## src/rtl/vga_sdram_prefetch_cache_pkg.sv

```systemverilog
// vga_pkg: shared definitions for the VGA SDRAM prefetch cache.
//   fill_state_t  - line fill FSM states (IDLE, REQ, DATA)
//   PIX_8BPP / PIX_16BPP - pixel_mode encodings
//   line_words()  - 32-bit words per cache line
//   tag_width()   - tag bits left above the line offset
package vga_pkg;

  typedef enum logic [1:0] {
    FILL_IDLE,
    FILL_REQ,
    FILL_DATA
  } fill_state_t;

  localparam logic PIX_8BPP  = 1'b0;
  localparam logic PIX_16BPP = 1'b1;

  function automatic int line_words(input int line_bytes);
    return line_bytes / 4;
  endfunction

  function automatic int tag_width(input int addr_w, input int line_bytes);
    return addr_w - $clog2(line_bytes);
  endfunction

endpackage

```

## src/rtl/vga_sdram_prefetch_cache_if.sv

```systemverilog
// SDRAM burst read bus between the VGA cache and the SDRAM controller.
//   vga_sdram_req      - burst request, held until ack (cache -> controller)
//   vga_sdram_addr     - line-aligned burst byte address (cache -> controller)
//   vga_sdram_ack      - request accepted (controller -> cache)
//   vga_sdram_rdata    - burst data word (controller -> cache)
//   vga_sdram_rdvalid  - rdata valid (controller -> cache)
//   vga_sdram_complete - burst finished (controller -> cache)
// Modports: master = cache side, slave = controller side.
interface vga_sdram_prefetch_cache_if #(
  parameter int ADDR_W = 26
);
  logic              vga_sdram_req;
  logic [ADDR_W-1:0] vga_sdram_addr;
  logic              vga_sdram_ack;
  logic [31:0]       vga_sdram_rdata;
  logic              vga_sdram_rdvalid;
  logic              vga_sdram_complete;

  modport master (
    output vga_sdram_req, vga_sdram_addr,
    input  vga_sdram_ack, vga_sdram_rdata, vga_sdram_rdvalid, vga_sdram_complete
  );

  modport slave (
    input  vga_sdram_req, vga_sdram_addr,
    output vga_sdram_ack, vga_sdram_rdata, vga_sdram_rdvalid, vga_sdram_complete
  );
endinterface

```

## src/rtl/vga_sdram_prefetch_cache_line_buffer.sv

```systemverilog
// vga_line_buffer: data storage for all cache lines, DEPTH x 32.
//   clk, reset    - clock, asynchronous active-low reset (read register only)
//   we/waddr/wdata - single write port
//   re/raddr      - read request; rdata updates on the next edge when re is high
//   rdata         - registered read data
module vga_line_buffer #(
  parameter int DEPTH = 32,
  parameter int AW    = 5
) (
  input  logic          clk,
  input  logic          reset,
  input  logic          we,
  input  logic [AW-1:0] waddr,
  input  logic [31:0]   wdata,
  input  logic          re,
  input  logic [AW-1:0] raddr,
  output logic [31:0]   rdata
);

  logic [31:0] mem [DEPTH];

  // NOTE: the storage array has no reset; line valid bits guard every read,
  // and leaving it out keeps the array mappable onto RAM.
  // NOTE: sequential state is updated with non-blocking assignments only.
  always_ff @(posedge clk) begin
    if (we) mem[waddr] <= wdata;
  end

  always_ff @(posedge clk or negedge reset) begin
    if (!reset)  rdata <= '0;
    else if (re) rdata <= mem[raddr];
  end

endmodule

```

## src/rtl/vga_sdram_prefetch_cache.sv

```systemverilog
// vga_sdram_prefetch_cache: fully associative multi-line read cache between
// the VGA pixel pipeline and the SDRAM controller, round-robin replacement,
// one outstanding burst at a time.
//   clk, reset          - clock, asynchronous active-low reset
//   pixel_addr/_valid   - pixel byte address request
//   pixel_mode          - 0 = 8 bpp, 1 = 16 bpp (pixel_addr[0] ignored)
//   flush               - one-cycle pulse, invalidate all lines
//   pixel_data/_valid   - read data, one cycle after a hit request
//   stall               - request present but not a hit
//   sdram               - burst read bus (master modport)
// Optional feature: define VGA_SDRAM_PREFETCH_EN to fetch line T+1 ahead of a
// hit to line T while the fill engine is idle.
module vga_sdram_prefetch_cache
  import vga_pkg::*;
#(
  parameter int ADDR_W     = 26,
  parameter int LINE_BYTES = 64,
  parameter int NUM_LINES  = 2
) (
  input  logic              clk,
  input  logic              reset,
  input  logic [ADDR_W-1:0] pixel_addr,
  input  logic              pixel_addr_valid,
  input  logic              pixel_mode,
  input  logic              flush,
  output logic [15:0]       pixel_data,
  output logic              pixel_data_valid,
  output logic              stall,
  vga_sdram_prefetch_cache_if.master sdram
);

  localparam int LINE_WORDS = line_words(LINE_BYTES);
  localparam int OFF_W      = $clog2(LINE_BYTES);
  localparam int WORD_W     = $clog2(LINE_WORDS);
  localparam int IDX_W      = $clog2(NUM_LINES);
  localparam int TAG_W      = tag_width(ADDR_W, LINE_BYTES);

  fill_state_t           state, state_nx;
  logic [TAG_W-1:0]      tags [NUM_LINES];
  logic [NUM_LINES-1:0]  valid, hit_vec;
  logic [IDX_W-1:0]      rr_ptr, fill_idx, victim, hit_idx;
  logic [WORD_W-1:0]     wptr;
  logic                  drop, req_q;
  logic [ADDR_W-1:0]     addr_q;
  logic [TAG_W-1:0]      req_tag, start_tag;
  logic                  hit, demand_miss, pf_start, start_fill, rd_en;
  logic [1:0]            sel_q;
  logic                  mode_q;
  logic [31:0]           rd_word;

  assign req_tag     = pixel_addr[ADDR_W-1:OFF_W];
  assign hit         = |hit_vec;
  assign demand_miss = pixel_addr_valid && !hit;
  assign stall       = pixel_addr_valid && !hit && reset;
  assign rd_en       = pixel_addr_valid && hit;

  // NOTE: every always_comb output gets a default first so no latch is inferred.
  always_comb begin
    hit_vec = '0;
    hit_idx = '0;
    for (int i = 0; i < NUM_LINES; i++) begin
      hit_vec[i] = valid[i] && (tags[i] == req_tag);
      if (hit_vec[i]) hit_idx = IDX_W'(i);
    end
  end

`ifdef VGA_SDRAM_PREFETCH_EN
  logic [TAG_W-1:0] pf_tag;
  logic             pf_cached;

  // Next sequential line; the tag wraps at the top of the address space.
  assign pf_tag = req_tag + TAG_W'(1);

  always_comb begin
    pf_cached = 1'b0;
    for (int i = 0; i < NUM_LINES; i++) begin
      if (valid[i] && (tags[i] == pf_tag)) pf_cached = 1'b1;
    end
  end

  assign pf_start  = pixel_addr_valid && hit && !pf_cached;
  assign start_tag = demand_miss ? req_tag : pf_tag;
  // A prefetch must not evict the line the scanout is reading right now.
  assign victim    = (pf_start && (rr_ptr == hit_idx)) ? rr_ptr + IDX_W'(1) : rr_ptr;
`else
  assign pf_start  = 1'b0;
  assign start_tag = req_tag;
  assign victim    = rr_ptr;
`endif

  always_ff @(posedge clk or negedge reset) begin
    if (!reset) state <= FILL_IDLE;
    else        state <= state_nx;
  end

  always_comb begin
    state_nx   = state;
    start_fill = 1'b0;
    unique case (state)
      FILL_IDLE: begin
        // Demand misses win over prefetch because pf_start requires a hit.
        if (demand_miss || pf_start) begin
          start_fill = 1'b1;
          state_nx   = FILL_REQ;
        end
      end
      FILL_REQ:  if (sdram.vga_sdram_ack)      state_nx = FILL_DATA;
      FILL_DATA: if (sdram.vga_sdram_complete) state_nx = FILL_IDLE;
      default:                                 state_nx = FILL_IDLE;
    endcase
  end

  always_ff @(posedge clk or negedge reset) begin
    if (!reset) begin
      valid    <= '0;
      rr_ptr   <= '0;
      fill_idx <= '0;
      wptr     <= '0;
      drop     <= 1'b0;
      req_q    <= 1'b0;
      addr_q   <= '0;
    end else begin
      if (start_fill) begin
        valid[victim] <= 1'b0;
        fill_idx      <= victim;
        wptr          <= '0;
        rr_ptr        <= victim + IDX_W'(1);
        req_q         <= 1'b1;
        addr_q        <= {start_tag, {OFF_W{1'b0}}};
      end
      if (state == FILL_REQ && sdram.vga_sdram_ack) req_q <= 1'b0;
      if (state == FILL_DATA && sdram.vga_sdram_rdvalid) wptr <= wptr + WORD_W'(1);
      if (state == FILL_DATA && sdram.vga_sdram_complete) begin
        if (!drop && !flush) valid[fill_idx] <= 1'b1;
        drop <= 1'b0;
      end
      // A flush mid-fill lets the burst run to completion but keeps the
      // line invalid; later assignments here override the ones above.
      if (flush) begin
        valid <= '0;
        if (state != FILL_IDLE && !(state == FILL_DATA && sdram.vga_sdram_complete))
          drop <= 1'b1;
      end
    end
  end

  // Tag storage needs no reset: a tag is only compared when its valid bit is set.
  always_ff @(posedge clk) begin
    if (start_fill) tags[victim] <= start_tag;
  end

  assign sdram.vga_sdram_req  = req_q;
  assign sdram.vga_sdram_addr = addr_q;

  vga_line_buffer #(
    .DEPTH (NUM_LINES * LINE_WORDS),
    .AW    (IDX_W + WORD_W)
  ) u_line_buffer (
    .clk   (clk),
    .reset (reset),
    .we    ((state == FILL_DATA) && sdram.vga_sdram_rdvalid),
    .waddr ({fill_idx, wptr}),
    .wdata (sdram.vga_sdram_rdata),
    .re    (rd_en),
    .raddr ({hit_idx, pixel_addr[OFF_W-1:2]}),
    .rdata (rd_word)
  );

  always_ff @(posedge clk or negedge reset) begin
    if (!reset) begin
      pixel_data_valid <= 1'b0;
      sel_q            <= '0;
      mode_q           <= PIX_8BPP;
    end else begin
      pixel_data_valid <= rd_en;
      if (rd_en) begin
        sel_q  <= pixel_addr[1:0];
        mode_q <= pixel_mode;
      end
    end
  end

  // Byte lanes are little-endian: byte A sits in bits [8*A[1:0] +: 8].
  always_comb begin
    pixel_data = '0;
    if (mode_q == PIX_16BPP) pixel_data = sel_q[1] ? rd_word[31:16] : rd_word[15:0];
    else                     pixel_data = {8'h00, rd_word[{sel_q, 3'b000} +: 8]};
  end

endmodule

```

## src/flat_wrapper.sv

```systemverilog
// flat-port wrapper written by rule: the top's interface ports become plain ports
module vga_sdram_prefetch_cache_flat import vga_pkg::*;
#(
  parameter int ADDR_W     = 26,
  parameter int LINE_BYTES = 64,
  parameter int NUM_LINES  = 2
)
  (clk, reset, pixel_addr, pixel_addr_valid, pixel_mode, flush, pixel_data, pixel_data_valid, stall, sdram_vga_sdram_req, sdram_vga_sdram_addr, sdram_vga_sdram_ack, sdram_vga_sdram_rdata, sdram_vga_sdram_rdvalid, sdram_vga_sdram_complete);
  vga_sdram_prefetch_cache_if #(.ADDR_W(ADDR_W)) sdram_i ();
  input  logic clk;
  input  logic reset;
  input  logic [ADDR_W-1:0] pixel_addr;
  input  logic pixel_addr_valid;
  input  logic pixel_mode;
  input  logic flush;
  output logic [15:0] pixel_data;
  output logic pixel_data_valid;
  output logic stall;
  output wire logic [$bits(sdram_i.vga_sdram_req)-1:0] sdram_vga_sdram_req;
  output wire logic [$bits(sdram_i.vga_sdram_addr)-1:0] sdram_vga_sdram_addr;
  input wire logic [$bits(sdram_i.vga_sdram_ack)-1:0] sdram_vga_sdram_ack;
  input wire logic [$bits(sdram_i.vga_sdram_rdata)-1:0] sdram_vga_sdram_rdata;
  input wire logic [$bits(sdram_i.vga_sdram_rdvalid)-1:0] sdram_vga_sdram_rdvalid;
  input wire logic [$bits(sdram_i.vga_sdram_complete)-1:0] sdram_vga_sdram_complete;
  assign sdram_vga_sdram_req = sdram_i.vga_sdram_req;
  assign sdram_vga_sdram_addr = sdram_i.vga_sdram_addr;
  assign sdram_i.vga_sdram_ack = sdram_vga_sdram_ack;
  assign sdram_i.vga_sdram_rdata = sdram_vga_sdram_rdata;
  assign sdram_i.vga_sdram_rdvalid = sdram_vga_sdram_rdvalid;
  assign sdram_i.vga_sdram_complete = sdram_vga_sdram_complete;
  vga_sdram_prefetch_cache #(.ADDR_W(ADDR_W), .LINE_BYTES(LINE_BYTES), .NUM_LINES(NUM_LINES)) u_core (.clk(clk), .reset(reset), .pixel_addr(pixel_addr), .pixel_addr_valid(pixel_addr_valid), .pixel_mode(pixel_mode), .flush(flush), .pixel_data(pixel_data), .pixel_data_valid(pixel_data_valid), .stall(stall), .sdram(sdram_i));
endmodule
```

## config.mk

```make
export PLATFORM = sky130hd
export DESIGN_NAME = vga_sdram_prefetch_cache_flat
export DESIGN_NICKNAME = d
export VERILOG_FILES = /design/src/rtl/vga_sdram_prefetch_cache_pkg.sv /design/src/rtl/vga_sdram_prefetch_cache_if.sv /design/src/rtl/vga_sdram_prefetch_cache_line_buffer.sv /design/src/rtl/vga_sdram_prefetch_cache.sv /design/src/flat_wrapper.sv
export SDC_FILE = /design/constraint.sdc
export NUM_CORES = 1
export LEC_CHECK = 0
export ABC_AREA = 0
export BUFFER_PORTS_ARGS = -buffer_cell sky130_fd_sc_hd__buf_2
export CAP_MARGIN = 25
export CELL_PAD_IN_SITES_DETAIL_PLACEMENT = 1
export CELL_PAD_IN_SITES_GLOBAL_PLACEMENT = 2
export CORE_MARGIN = 8
export CORE_UTILIZATION = 43
export DETAILED_ROUTE_END_ITERATION = 8
export HOLD_SLACK_MARGIN = 0.08
export PLACE_DENSITY = 0.84
export SYNTH_ARGS = -nofsm -noshare
export SYNTH_HDL_FRONTEND = slang
export SYNTH_HIERARCHICAL = 1
export SYNTH_SLANG_ARGS = --single-unit
```

## constraint.sdc

```tcl
create_clock -name clk -period 3.12 [get_ports clk]
set_input_delay 0.312 -clock clk [delete_from_list [all_inputs] [get_ports clk]]
set_output_delay 0.312 -clock clk [all_outputs]
set_load 0.01 [all_outputs]
```

==> results.toml <==
[synthesis]
syn_area_per_cell_sq_um = 18.24
synth_seq_cells = 1132
synthSimpleGateAreaFrac_pct = 1.619
synth_compound_area_share_pct = 5.999
synth_top_family_by_area = "multiplexers"
synthCells = 2440
synthMuxAreaShare_pct = 13.68
synthFlopType = "edfxtp_1"
synth_xor_area_share_pct = 0.8264
synthAdderAreaFrac_pct = 0.02811
synth_edf_count = 1064
yosysSeqAreaShare_pct = 75.60
syn_area_sq_um = 44510
yosysUniqueCellTypes = 46
async_reset_ff_share_pct = 6.007
ys_warn_count = 6

[worst_setup_path]
critPathKind = "reg2out"
cp.arrival_ns = 2.64
max_stage_delay_ns = 0.48
reg2reg_depth = 10
crit_family = "simple AND/OR/NAND/NOR gates"
critPathLaunchType = "flop"
r2r_slack_ns = 0.21
cp-end-kind = "primary output"
crit_buf_inv = 1
path_cells = "xor2_1, nor4_1, nand4_1, o22a_2, and3_1, buf_2"
rr_endpoint = "u_core/u_line_buffer/rdata[11]"
crit_cells = 6
crit_required_ns = 2.81
r2r-start = "u_core/tags[1][17]"
crit_path_max_fanout = 5
cp_slowest_cell = "nor4_1"

[clocking]
cts_tree = "done"
numCtsBuffers = 111
h-tree-depth = 3
path_clk_slew_ns = 0.06
cts_buffer_depth = 3
cts_sinks = 1132
postCtsSetupBuffers = 0
clk-insertion-delay-late_ns = 0.69
root_buffer = "clkbuf_16"

[sta]
fin_worst_skew_ns = 0.02666
maxSlewHeadroom_pct = 34.98
finalSetupViolCount = 0
period_share_pct = 94.63
rsz0062_at_grt = "no"
worstMarginPinSlew_ns = 0.9753
drv_slew = 0
min_period_ns = 2.952
max_freq_ghz = 0.3387
hold_viol_final = 0

[power_and_ir_drop]
p_per_area_nw_per_um2 = 643.6
power.leakage_nw = 18.06
peakVddDrop_uv = 438.6
p_total_mw = 33.20

[floorplan]
start_util_pct = 43.19
die_area_sq_um = 114100
die_h_um = 337.7
die_x_um = 337.7
coreArea_sq_um = 103100
rows = 118
boundaryPins = 111

[run]
cap_violations = 0

[finish]
nets = 2716
fill_cells = 9573
post-route-util_pct = 50.06
final_common_cell = "edfxtp_1"
drive_above_1_share_pct = 17.59
final_cell_mix = "1064 x edfxtp_1, 521 x mux2i_1, 256 x a22oi_1"
areaGrowthSynthToFinish_pct = 15.89

[placed_design]
post-dp-hpwl_mm = 68.40
place.gp.congestion = 0.7868
numPortBuffers = 104

[outcome]
status = "complete, no violations"

[routing]
wl_mm = 124.9
vias_per_cell = 5.884
wl_per_cell_um = 30.23
drc = 0
drt_first_pass_iters = 5
drt_iter0_drc = 2218
drtAntennaViolNets = 0
num_vias = 24320

[grt]
grt-ovfl-total = 0
antenna_found_initial = 12
grt_start_max_net_pins = 70
grt_pass1_vias = 26290
grt_use_total_pct = 21.48
grt_pass1_wl_mm = 177.9

[worst_hold_path]
worstHoldPathType = "in2async"
## flip-flops by register name (all words and copies together) (netlist names)
name / cells
u_core/u_line_buffer/mem: 1024
u_core/tags: 40
u_core/u_line_buffer/rdata: 32
u_core/sdram.vga_sdram_addr: 20
u_core/wptr: 4
u_core/sel_q: 2
u_core/state: 2
u_core/valid: 2
u_core/drop: 1
u_core/fill_idx: 1
u_core/mode_q: 1
u_core/pixel_data_valid: 1
u_core/rr_ptr: 1
u_core/sdram.vga_sdram_req: 1
## layer usage
| metal | routed length, um | vias to the layer above | track usage, % | share of wire, % |
|---|---|---|---|---|
| met1 | 48400 | 12760 | 26.91 | 39 |
| met4 | 3926 | 4 | 7.247 | 3.1 |
| li1 | - | 10230 | - | - |
| met5 | 131 | - | 0.7231 | 0.10 |
| met2 | 62030 | 1066 | 36.63 | 50 |
| met3 | 10440 | 251 | 5.018 | 8.4 |
## cell families (layout without fill, tap and decap cells)
logic type                 Yosys count  count (layout)
AOI/OAI and AO/OA                  399             399
xor gates and xnor gates            42              42
adders and majority gates            1               1
DFF                               1132            1132
and+or+nand+nor                    131             131
muxes                              584             584
buffers and inverters              150             451
other                                1              13
## worst register-to-register path, delay by kind of cell, from the launching register on
kind	cells	cell delay [ns]
and+or+nand+nor	5	1.50
DFF	1	0.38
AOI/OAI and AO/OA	1	0.12
muxes	1	0.26
xor gates and xnor gates	1	0.16
buffers and inverters	2	0.45
## worst max-delay path by stage
stage | slack, ns | endpoint | startpoint
floorplan | -0.23 | u_core/u_line_buffer/mem[28][0] | u_core/state[1]
global placement | -0.02 | u_core/u_line_buffer/rdata[10] | pixel_addr[23]
detailed placement | 0.05 | u_core/u_line_buffer/rdata[10] | pixel_addr[23]
CTS | 0.08 | u_core/u_line_buffer/rdata[12] | u_core/tags[1][17]
global route | 0.07 | stall | u_core/tags[1][17]
finish | 0.17 | stall | u_core/tags[1][17]
## Yosys cell counts, types with 3 or more instances
library cell | n | area (sq um)
dfrtp_1 | 68 | 1702
buf_1 | 12 | 45.04
mux2i_1 | 521 | 5215
nor2b_1 | 10 | 62.56
mux2_2 | 35 | 394.1
nand2b_1 | 3 | 18.77
nor4_1 | 40 | 250.2
and2_1 | 4 | 25.02
mux2_4 | 20 | 300.3
mux4_2 | 8 | 180.2
clkbuf_4 | 3 | 22.52
buf_2 | 13 | 65.06
buf_4 | 28 | 210.2
edfxtp_1 | 1064 | 31950
xnor2_1 | 4 | 35.03
a21oi_1 | 131 | 655.6
nand4_1 | 3 | 18.77
a22oi_1 | 256 | 1922
nand3b_1 | 6 | 45.04
nand2_1 | 6 | 22.52
buf_6 | 28 | 315.3
clkbuf_1 | 52 | 195.2
inv_1 | 7 | 26.28
buf_8 | 5 | 75.07
nor2_1 | 44 | 165.2
nand3_1 | 4 | 20.02
xor2_1 | 38 | 332.8
or3b_2 | 3 | 26.28
## final cells by class
class                           instances  area, sq um  share of cell area [%]
Multi-Input combinational cell       1163        10170                   19.72
Timing Repair Buffer                  234         2317                   4.492
Clock inverter                         75        757.0                   1.467
Antenna cell                            7        17.52                 0.03396
Sequential cell                      1132        33650                   65.24
Tap cell                             1380         1727                   3.347
Clock buffer                          135         2918                   5.656
Inverter                                7        26.28                 0.05094
## where the power goes
part | switching (mW) | leakage (nW) | internal [mW] | total, mW
logic | 1.48 | 5.80 | 0.957 | 2.44
registers | 0.245 | 10.5 | 17.0 | 17.3
clock network | 5.74 | 1.80 | 7.75 | 13.5
total | 7.46 | 18.1 | 25.7 | 33.2
## stage by stage
step           instance area (sq um)  setup WS (ns)  std cells  hold slack (ns)  TNS (ns)
4_1_cts                        51550        0.07688       4126          0.08031         0
6_report                       51590         0.1676       4133           0.1152         0
5_1_grt                        51580        0.07084       4129           0.1115         0
3_5_place_dp                   47550        0.04980       3883           0.2787         0
3_3_place_gp                   47550       -0.01988       3883           0.2591  -0.01988
2_1_floorplan                  44530        -0.2301       2445          0.01641    -57.96
## what timing repair did
action,CTS,global route
setup endpoints to repair,0,3
hold buffers,33,0
resized for setup,0,3
hold endpoints to repair,147,0
Power figures use the tool's default switching activity.
